==> src/rtl/gpi_debounce.sv <==
// gpi_debounce: per-bit two-flop synchroniser and debouncer for mechanical
// switch pads (navigation switch + user DIP switches).
//
// Ports:
//   clk_sys_i     system clock
//   rst_sys_ni    asynchronous active-low reset
//   gp_raw_i      raw asynchronous pad levels
//   gp_o          debounced, polarity-corrected levels (registered)
//   gp_rise_o     one-cycle strobe per bit on an accepted 0->1 of gp_o
//   gp_fall_o     one-cycle strobe per bit on an accepted 1->0 of gp_o
//   change_clr_i  write-1-to-clear for sticky change flags   (GPI_DEBOUNCE_IRQ_EN)
//   change_o      sticky per-bit change flags                (GPI_DEBOUNCE_IRQ_EN)
//   irq_o         OR of change_o, registered                 (GPI_DEBOUNCE_IRQ_EN)
//
// Optional feature macro: GPI_DEBOUNCE_IRQ_EN adds the sticky change flags and
// interrupt output. Without it those ports and flops do not exist.
module gpi_debounce #(
    parameter int unsigned      Width          = 13,
    parameter int unsigned      DebounceCycles = 150000,
    parameter logic [Width-1:0] InvertMask     = {Width{1'b1}},
    parameter logic [Width-1:0] ResetValue     = {Width{1'b0}}
) (
    input  logic             clk_sys_i,
    input  logic             rst_sys_ni,
    input  logic [Width-1:0] gp_raw_i,
    output logic [Width-1:0] gp_o,
    output logic [Width-1:0] gp_rise_o,
    output logic [Width-1:0] gp_fall_o
`ifdef GPI_DEBOUNCE_IRQ_EN
    ,
    input  logic [Width-1:0] change_clr_i,
    output logic [Width-1:0] change_o,
    output logic             irq_o
`endif
);

    localparam int unsigned CntW = $clog2(DebounceCycles + 1);
    localparam logic [CntW-1:0] CntLast = CntW'(DebounceCycles - 1);
    // Synchroniser reset value chosen so the post-inversion level equals ResetValue.
    localparam logic [Width-1:0] SyncRst = ResetValue ^ InvertMask;

    logic [Width-1:0] sync1_q;
    logic [Width-1:0] sync2_q;
    logic [Width-1:0] sync_c;
    logic [Width-1:0] stable_q;
    logic [Width-1:0] stable_d;
    logic [Width-1:0] rise_q;
    logic [Width-1:0] rise_d;
    logic [Width-1:0] fall_q;
    logic [Width-1:0] fall_d;
    logic [CntW-1:0]  cnt_q [Width];
    logic [CntW-1:0]  cnt_d [Width];

    assign sync_c = sync2_q ^ InvertMask;

    // Two-flop synchroniser.
    always_ff @(posedge clk_sys_i or negedge rst_sys_ni) begin
        if (!rst_sys_ni) begin
            sync1_q <= SyncRst;
            sync2_q <= SyncRst;
        end else begin
            sync1_q <= gp_raw_i;
            sync2_q <= sync1_q;
        end
    end

    // Per-bit debounce: any cycle matching the stable level restarts the count.
    always_comb begin
        stable_d = stable_q;
        rise_d   = '0;
        fall_d   = '0;
        for (int i = 0; i < int'(Width); i++) begin
            cnt_d[i] = cnt_q[i];
            if (sync_c[i] == stable_q[i]) begin
                cnt_d[i] = '0;
            end else if (cnt_q[i] == CntLast) begin
                stable_d[i] = sync_c[i];
                cnt_d[i]    = '0;
                rise_d[i]   = sync_c[i];
                fall_d[i]   = ~sync_c[i];
            end else begin
                cnt_d[i] = cnt_q[i] + CntW'(1);
            end
        end
    end

    // Debounce state and strobe registers.
    always_ff @(posedge clk_sys_i or negedge rst_sys_ni) begin
        if (!rst_sys_ni) begin
            stable_q <= ResetValue;
            rise_q   <= '0;
            fall_q   <= '0;
            for (int i = 0; i < int'(Width); i++) begin
                cnt_q[i] <= '0;
            end
        end else begin
            stable_q <= stable_d;
            rise_q   <= rise_d;
            fall_q   <= fall_d;
            for (int i = 0; i < int'(Width); i++) begin
                cnt_q[i] <= cnt_d[i];
            end
        end
    end

    assign gp_o      = stable_q;
    assign gp_rise_o = rise_q;
    assign gp_fall_o = fall_q;

`ifdef GPI_DEBOUNCE_IRQ_EN
    logic [Width-1:0] change_q;
    logic [Width-1:0] change_d;
    logic             irq_q;

    // Sticky change flags; a strobe in the same cycle as a clear keeps the flag set.
    always_comb begin
        change_d = change_q;
        change_d = (change_q & ~change_clr_i) | rise_q | fall_q;
    end

    // irq tracks the next flag value so it moves together with change_o.
    always_ff @(posedge clk_sys_i or negedge rst_sys_ni) begin
        if (!rst_sys_ni) begin
            change_q <= '0;
            irq_q    <= 1'b0;
        end else begin
            change_q <= change_d;
            irq_q    <= |change_d;
        end
    end

    assign change_o = change_q;
    assign irq_o    = irq_q;
`endif

endmodule

==> config.mk <==
export PLATFORM = sky130hd
export DESIGN_NAME = gpi_debounce
export DESIGN_NICKNAME = d
export VERILOG_FILES = /design/src/rtl/gpi_debounce.sv
export SDC_FILE = /design/constraint.sdc
export NUM_CORES = 1
export LEC_CHECK = 0
export BUFFER_PORTS_ARGS = -buffer_cell sky130_fd_sc_hd__buf_2
export CAP_MARGIN = 10
export CORE_MARGIN = 2
export CORE_UTILIZATION = 40
export CTS_CLUSTER_DIAMETER = 200
export DETAILED_ROUTE_END_ITERATION = 8
export PLACE_DENSITY = 0.59
export SYNTH_ARGS = -nofsm -noshare
export SYNTH_HDL_FRONTEND = slang
export SYNTH_SLANG_ARGS = --single-unit
==> constraint.sdc <==
create_clock -name clk_sys_i -period 5.41 [get_ports clk_sys_i]
set_input_delay 0.541 -clock clk_sys_i [delete_from_list [all_inputs] [get_ports clk_sys_i]]
set_output_delay 0.541 -clock clk_sys_i [all_outputs]
set_load 0.01 [all_outputs]
* After elaboration in Yosys (flattened, before gate mapping) *
Cells that the tools add are included.

operators by class
  add/sub/neg operators = 13
  equality and inequality tests = 26
  multiplexer cells = 78
  bitwise gates (word level) = 27
  reduce and logical (&&, ||, !) cells = 13

operators by type and width
  operator                                                         count
  18-bit 2-to-1 mux                                                26
  18-bit by 1-bit adder with 18-bit output, second input constant  13
  18-bit == test, second input constant                            13
  1-bit 2-to-1 mux                                                 52
  1-bit NOT                                                        26
  2-bit AND reduction                                              13
  1-bit == test                                                    13
  13-bit NOT                                                       1

word-level totals
  bits in registers = 299

* Depth between registers and ports, before layout *
Gate-level depths: netlist (run 1).

  depth after elaboration = 4
  gate-level depth with buffers = 7
  mapped depth without buffers = 5

* Worst setup path before layout (run 1) *
OpenSTA, ideal clock, no wires.

  path type = register -> register
  start = register cnt_q[48] in the netlist's numbering
  end = register cnt_q[37] in the netlist's numbering
  library setup time = 0.120 ns
  data arrival time = 1.863 ns
  required time = 5.290 ns
  slack = 3.428 ns
  cell stages (with the launch flop) = 5
  path buffers = 0
  path through = dfrtp_1 -> or4_1 -> or4_4 -> or2_4 -> and3_1

RTL lines
  element                            RTL line  source
  from (decl)                        51        logic [CntW-1:0] cnt_q [Width];
  from (signal, indexed assignment)  101       cnt_q[i] <= cnt_d[i];

==> results of run 1 <==
==> per-layer routing <==
metal  vias up  global-route usage, %  wire, um
li1       4814                      -         -
met1      4678                   20.3     12600
met2       113                   24.1     11600
met3        37                   2.84       939
met4         0                   3.88       442
met5         -                      0         0
==> cells by family after synthesis <==
logic type / after synthesis / share of synthesized area (%)
compound gates: 98 / 4.02
flops: 299 / 54.9
fa+ha+maj: 13 / 1.19
xor+xnor: 191 / 12.2
simple gates: 671 / 26.0
buf+inv: 59 / 1.70
==> sequential cells by signal (all words and copies together) (netlist names) <==
| signal | flops |
|---|---|
| cnt_q | 234 |
| gp_fall_o | 13 |
| gp_o | 13 |
| gp_rise_o | 13 |
| sync1_q | 13 |
| sync2_q | 13 |
==> metrics by stage <==
stage	utilization (%)	area, um^2	setup WS (ns)	hold slack, ns
6_report	46.6	15700	3.16	0.0304
3_3_place_gp	42.9	14400	3.10	0.346
3_5_place_dp	42.9	14400	3.03	0.347
2_1_floorplan	-	13700	3.43	0.245
4_1_cts	46.5	15600	3.02	0.0557
5_1_grt	46.6	15700	2.91	0.0922
==> cells in the mapped netlist (2+ instances only) <==
master and instances:
a21oi_1 27, a31o_2 3, and2_1 8, and3_1 29, and4_1 34, buf_2 2
clkbuf_1 34, dfrtp_1 273, dfstp_2 26, ha_1 13, inv_1 21, nand2_1 69
nand2b_1 7, nand3_1 70, nand4_1 81, nand4_2 3, nand4b_1 5, nand4bb_1 4
nor2_1 220, nor2b_1 10, nor3_1 32, nor3b_1 7, nor4_1 33, nor4b_1 13
o21ai_0 40, o21ai_1 13, o31ai_1 11, or2_2 7, or3_1 21, or4_1 12
or4_4 2, xnor2_1 93, xor2_1 98
==> final timing paths <==
kind                       cells past startpoint             to         from
max                                            5      cnt_q[56]    cnt_q[54]
min                                            1  gp_fall_o[12]   rst_sys_ni
max reg2reg                                    5      cnt_q[56]    cnt_q[54]
min reg2reg                                    0     sync2_q[8]   sync1_q[8]
max in group asynchronous                      2      cnt_q[47]   rst_sys_ni
min in group clk_sys_i                         1     sync1_q[1]  gp_raw_i[1]
==> area by class of cell <==
class                      instances  area [um^2]  share of cell area, %
sequential                       299         7510                   48.0
multi-input combinational        973         5950                   38.0
tap                              448          561                   3.58
timing repair buffer              63          374                   2.39
clock inverter                     9          125                  0.799
inverter                          21         78.8                  0.503
clock buffer                      54         1060                   6.77
==> power groups by stage <==
| stage | clock, mW | combinational [mW] | sequential, mW |
|---|---|---|---|
| after floorplan | 0 | 0.0597 | 2.34 |
| after global placement | 0 | 0.130 | 2.35 |
| after detailed placement | 0 | 0.131 | 2.35 |
| after CTS | 2.47 | 0.132 | 2.31 |
| after global routing | 2.57 | 0.152 | 2.32 |
| final | 2.38 | 0.128 | 2.31 |
==> placed cells by master (no fill, tap or decap), drive strengths merged, types with 5 or more instances in the layout <==
master	netlist	final
nand4b	5	5
ha	13	13
clkbuf	35	54
or2	8	8
and2	8	8
nor4b	13	13
dfrtp	273	273
nand3	70	70
nand2b	7	7
nor3	33	33
or3	21	21
nand2	69	69
a21oi	27	27
nor2	220	220
o21ai	54	54
or4	14	14
nand4	84	84
xor2	98	98
and3	29	29
nor4	33	33
nor2b	10	10
and4	34	34
o31ai	11	11
buf	3	63
dfstp	26	26
xnor2	93	93
nor3b	7	7
inv	21	21
==> results.py, run 1 <==
metrics = {
    "die": {
        "die_h_um": 189,
        "core_um2": 33600,
        "num_rows": 67,
        "die_w_um": 189,
        "die_area_um2": 35700,
        "num_io_pins": 54,
        "start_util_pct": 40.7,
    },
    "synth": {
        "async_flop_share_pct": 100,
        "synth_edf_count": 0,
        "ys_top_cells_by_area": "dfrtp_1 50%, xor2_1 6.3%, nor2_1 6.0%",
        "synth_cell_type_count": 43,
        "synth_largest_area_cell": "dfrtp_1",
        "synth_nets": 1359,
        "netlist_area_um2": 13700,
        "yosysSeqAreaShare_pct": 54.9,
        "synth-main-ff-cell": "dfrtp_1",
        "synth_seq_cells": 299,
        "netlist.area_leader.share_pct": 49.9,
        "ys_warn_count": 0,
        "synthCells": 1331,
        "synth.avg_cell_area_um2": 10.3,
    },
    "power": {
        "power.share.combinational_pct": 2.7,
        "pwr-share-seq_pct": 47.9,
        "leakagePower_nw": 6.56,
        "total_power_mw": 4.82,
        "pwr-share-clk_pct": 49.4,
        "power_density_nw_per_um2": 308,
        "p_switching_mw": 1.01,
        "switching_share_pct": 21.0,
        "p_int_mw": 3.81,
        "peakVddDrop_mv": 0.234,
    },
    "worst_setup_path": {
        "slowest_stage": "o21ai_1",
        "cp-start-kind": "flop",
        "critical_path_arrival_ns": 2.58,
        "crit_type": "reg2reg",
        "critPathCaptureType": "flop",
        "r2r_slack_ns": 3.16,
        "max_stage_delay_ns": 0.93,
        "cp_num_buf_inv": 0,
        "cp_max_fo": 17,
        "critPathRequiredTime_ns": 5.74,
        "cp_top_family": "compound AO/OA/AOI/OAI gates",
        "crit_path_cell_trace": "ha_1 -> and3_1 -> nand4_1 -> o21ai_1 -> nor2_1",
    },
    "grt": {
        "grt_max_degree": 118,
        "grt_first_pass_wirelength_um": 45200,
        "overflow": 0,
        "grt_pass1_vias": 9544,
        "antenna_found_initial": 0,
        "grt_usage_pct": 14.8,
    },
    "routing": {
        "route.vias.total": 9642,
        "drt_wl_total_um": 25500,
        "postRouteAntennaNets": 0,
        "first_pass_iters": 4,
        "drc_errors": 0,
        "routed_via_density": 5.16,
        "drtIter0Drc": 465,
        "wl_per_cell_um": 13.7,
    },
    "clock_network": {
        "post_cts_buffers": 0,
        "hold_buffers": 0,
        "root_buffer": "clkbuf_16",
        "cts.reportedPaths.clkPinSlew_ns": 0.06,
        "clock_path_buffers": 3,
        "cts_num_sinks": 299,
        "cts_htree_levels": 2,
        "cts_tree": "built",
        "cts_buffers": 35,
        "cts_resized": 0,
        "clock_latency_ns": 0.50,
    },
    "place": {
        "dp.cells": 1800,
        "port_buffers": 53,
        "gp_congestion": 0.782,
        "place.detailed.hpwl_um": 16200,
    },
    "timing": {
        "setup_viol": 0,
        "worst_slew_pin_slew_ns": 1.18,
        "fin_crit_sh_pct": 41.6,
        "hold_violations": 0,
        "drv_slew": 0,
        "clock_skew_ns": 0.0110,
        "fmaxAchievable_ghz": 0.445,
        "maxSlewHeadroom_pct": 21.0,
        "rsz0062_at_grt": "no",
        "finalSetupTns_ns": 0,
        "layout_min_cycle_time_ns": 2.25,
    },
    "run_status": {
        "status": "completed",
    },
    "cells_and_area": {
        "diodes": 0,
        "nFillCells": 3152,
        "layout-drive-gt1-share_pct": 11.3,
        "fin_nets": 1421,
        "syn2layout_area_growth_pct": 14.3,
        "final_cells": 1867,
    },
    "min_path": {
        "min_path_type": "in2async",
    },
    "run": {
        "drv_cap": 0,
    },
}
(Power assumes the default switching activity.)
==> run 2: changes to the inputs <==
--- a/config.mk
+++ b/config.mk
@@ -11,7 +11,7 @@
 export CORE_UTILIZATION = 40
 export CTS_CLUSTER_DIAMETER = 200
 export DETAILED_ROUTE_END_ITERATION = 8
-export PLACE_DENSITY = 0.59
+export PLACE_DENSITY = 0.61
 export SYNTH_ARGS = -nofsm -noshare
 export SYNTH_HDL_FRONTEND = slang
 export SYNTH_SLANG_ARGS = --single-unit
==> constraint.sdc (replaced) <==
create_clock -name clk_sys_i -period 2 [get_ports clk_sys_i]
set_input_delay 0.2 -clock clk_sys_i [delete_from_list [all_inputs] [get_ports clk_sys_i]]
set_output_delay 0.2 -clock clk_sys_i [all_outputs]
set_load 0.01 [all_outputs]
==> results.py, run 2 (synthesis gave the netlist of run 1 again) <==
metrics = {
    "place": {
        "gp_congestion": 0.812,
        "port_buffers": 53,
        "dpl_worst_slack_ns": -0.0289,
        "place.detailed.hpwl_um": 16900,
    },
    "clock_network": {
        "root_buffer": "clkbuf_16",
        "cts_tree": "built",
        "cts_buffers": 36,
        "cts_resized": 0,
        "clock_path_buffers": 3,
        "cts_num_sinks": 299,
        "cts.reportedPaths.clkPinSlew_ns": 0.05,
        "cts_htree_levels": 2,
        "clock_latency_ns": 0.51,
    },
    "power": {
        "peakVddDrop_mv": 0.573,
        "power.share.combinational_pct": 3.1,
        "pwr-share-seq_pct": 48.2,
        "power_density_nw_per_um2": 807,
        "switching_share_pct": 21.7,
        "pwr-share-clk_pct": 48.7,
        "p_switching_mw": 2.82,
        "p_int_mw": 10.1,
        "leakagePower_nw": 6.78,
    },
    "grt": {
        "grt_pass1_vias": 9768,
        "antenna_found_initial": 0,
        "grt_max_degree": 59,
        "grt_usage_pct": 15.0,
        "grt_first_pass_wirelength_um": 46000,
        "overflow": 0,
    },
    "run": {
        "drv_cap": 0,
    },
    "cells_and_area": {
        "multi_input_area_um2": 5950,
        "fin_nets": 1469,
        "largest_register_ffs": 234,
        "layout-drive-gt1-share_pct": 13.3,
        "final_common_cell": "dfrtp_1",
        "top_register": "cnt_q",
        "diodes": 0,
        "seqCellArea_um2": 7510,
        "syn2layout_area_growth_pct": 17.3,
        "final_cell_mix": "273 x dfrtp_1, 220 x nor2_1, 98 x xor2_1",
        "nFillCells": 3103,
        "final_util_pct": 47.8,
    },
    "worst_setup_path": {
        "startpoint": "cnt_q[40]",
        "crit_type": "reg2reg",
        "cp-start-kind": "flop",
        "r2r_start": "cnt_q[40]",
        "critPathRequiredTime_ns": 2.40,
        "reg2reg_depth": 4,
        "critPathCaptureType": "flop",
        "cp_max_fo": 4,
        "critical_path_arrival_ns": 2.37,
    },
    "die": {
        "die_h_um": 189,
        "die_w_um": 189,
        "die_area_um2": 35700,
        "start_util_pct": 40.7,
        "core_um2": 33600,
        "num_io_pins": 54,
        "num_rows": 67,
    },
    "run_status": {
        "status": "completed",
    },
    "timing": {
        "drv_slew": 0,
        "fin_ws_ns": 0.0228,
        "maxSlewHeadroom_pct": 67.9,
        "hold_violations": 0,
        "layout_min_cycle_time_ns": 1.98,
        "rsz0062_at_grt": "yes",
        "worst_slew_pin_slew_ns": 0.475,
        "setup_viol": 0,
        "fin_crit_sh_pct": 98.9,
        "clock_skew_ns": 0.00865,
        "fmaxAchievable_ghz": 0.506,
    },
    "routing": {
        "drtIter0Drc": 359,
        "routed_via_density": 5.13,
        "route.vias.total": 9838,
        "drc_errors": 0,
        "drt_wl_total_um": 25500,
        "first_pass_iters": 4,
        "postRouteAntennaNets": 0,
        "wl_per_cell_um": 13.3,
    },
    "min_path": {
        "min_path_type": "in2async",
    },
}
## run 2: cell count changes in the layout (fill, tap and decap cells not counted), sizes merged
cell / before / now
bufinv: 3 / 2
buf: 63 / 96
inv: 21 / 23
dlygate4sd3: 0 / 14
clkinvlp: 2 / 3
clkbuf: 54 / 51
clkinv: 4 / 8
## run 2: path summary, 6_finish.rpt
path	end	slack [ns]
setup / recovery	cnt_q[37]	0.02
hold / removal	cnt_q[85]	0.20
setup reg to reg	cnt_q[37]	0.02
hold reg to reg	sync2_q[10]	0.35
max in group asynchronous	sync1_q[9]	1.12
min in group clk_sys_i	sync1_q[3]	0.33
## run 2: timing repair
item | CTS | global route
endpoints found under the hold margin | 162 | 0
hold buffers | 14 | 0
buffers inserted | 0 | 0
setup endpoints to repair | 1 | 1
pin swaps | 1 | 0
## run 2: per-stage QoR
step | TNS (ns) | hold slack (ns) | power [mW] | instance area (um^2) | instances
after floorplan | 0 | -0.0956 | 6.50 | 13700 | 1331
after global routing | -0.0395 | 0.215 | 13.6 | 16100 | 1917
after CTS | 0 | 0.189 | 13.2 | 16100 | 1917
after global placement | -0.0110 | 0.137 | 6.75 | 14800 | 1837
final | 0 | 0.198 | 13.0 | 16100 | 1917
after detailed placement | -0.0289 | 0.136 | 6.75 | 14800 | 1837
## run 2: power groups by stage
stage	clock, mW	sequential [mW]	combinational (mW)
after floorplan	0	6.34	0.161
after global placement	0	6.35	0.392
after detailed placement	0	6.36	0.397
after CTS	6.55	6.25	0.419
after global routing	6.82	6.27	0.468
final	6.31	6.25	0.401
## run 2: area by class of cell
type                            instances  area share, %
Multi-Input combinational cell        973           37.0
Clock buffer                           51           6.34
Tap cell                              448           3.49
Inverter                               21          0.491
Sequential cell                       299           46.8
Clock inverter                         15          0.872
Timing Repair Buffer                  110           4.98
## run 2: worst max-delay path: stages, from the launching register on
cell     delay, ns
dfrtp_1       0.36
or4bb_1       0.50
or4_4         0.55
or2_4         0.27
and3_1        0.18
## run 2: metal layers
layer  global-route usage (%)  up-vias  share of wire (%)
li1                         -     4916                  -
met1                     20.9     4776                 50
met2                     24.0      115                 45
met3                     2.67       31                3.4
met4                     4.03        0                1.8
met5                        0        -                  0
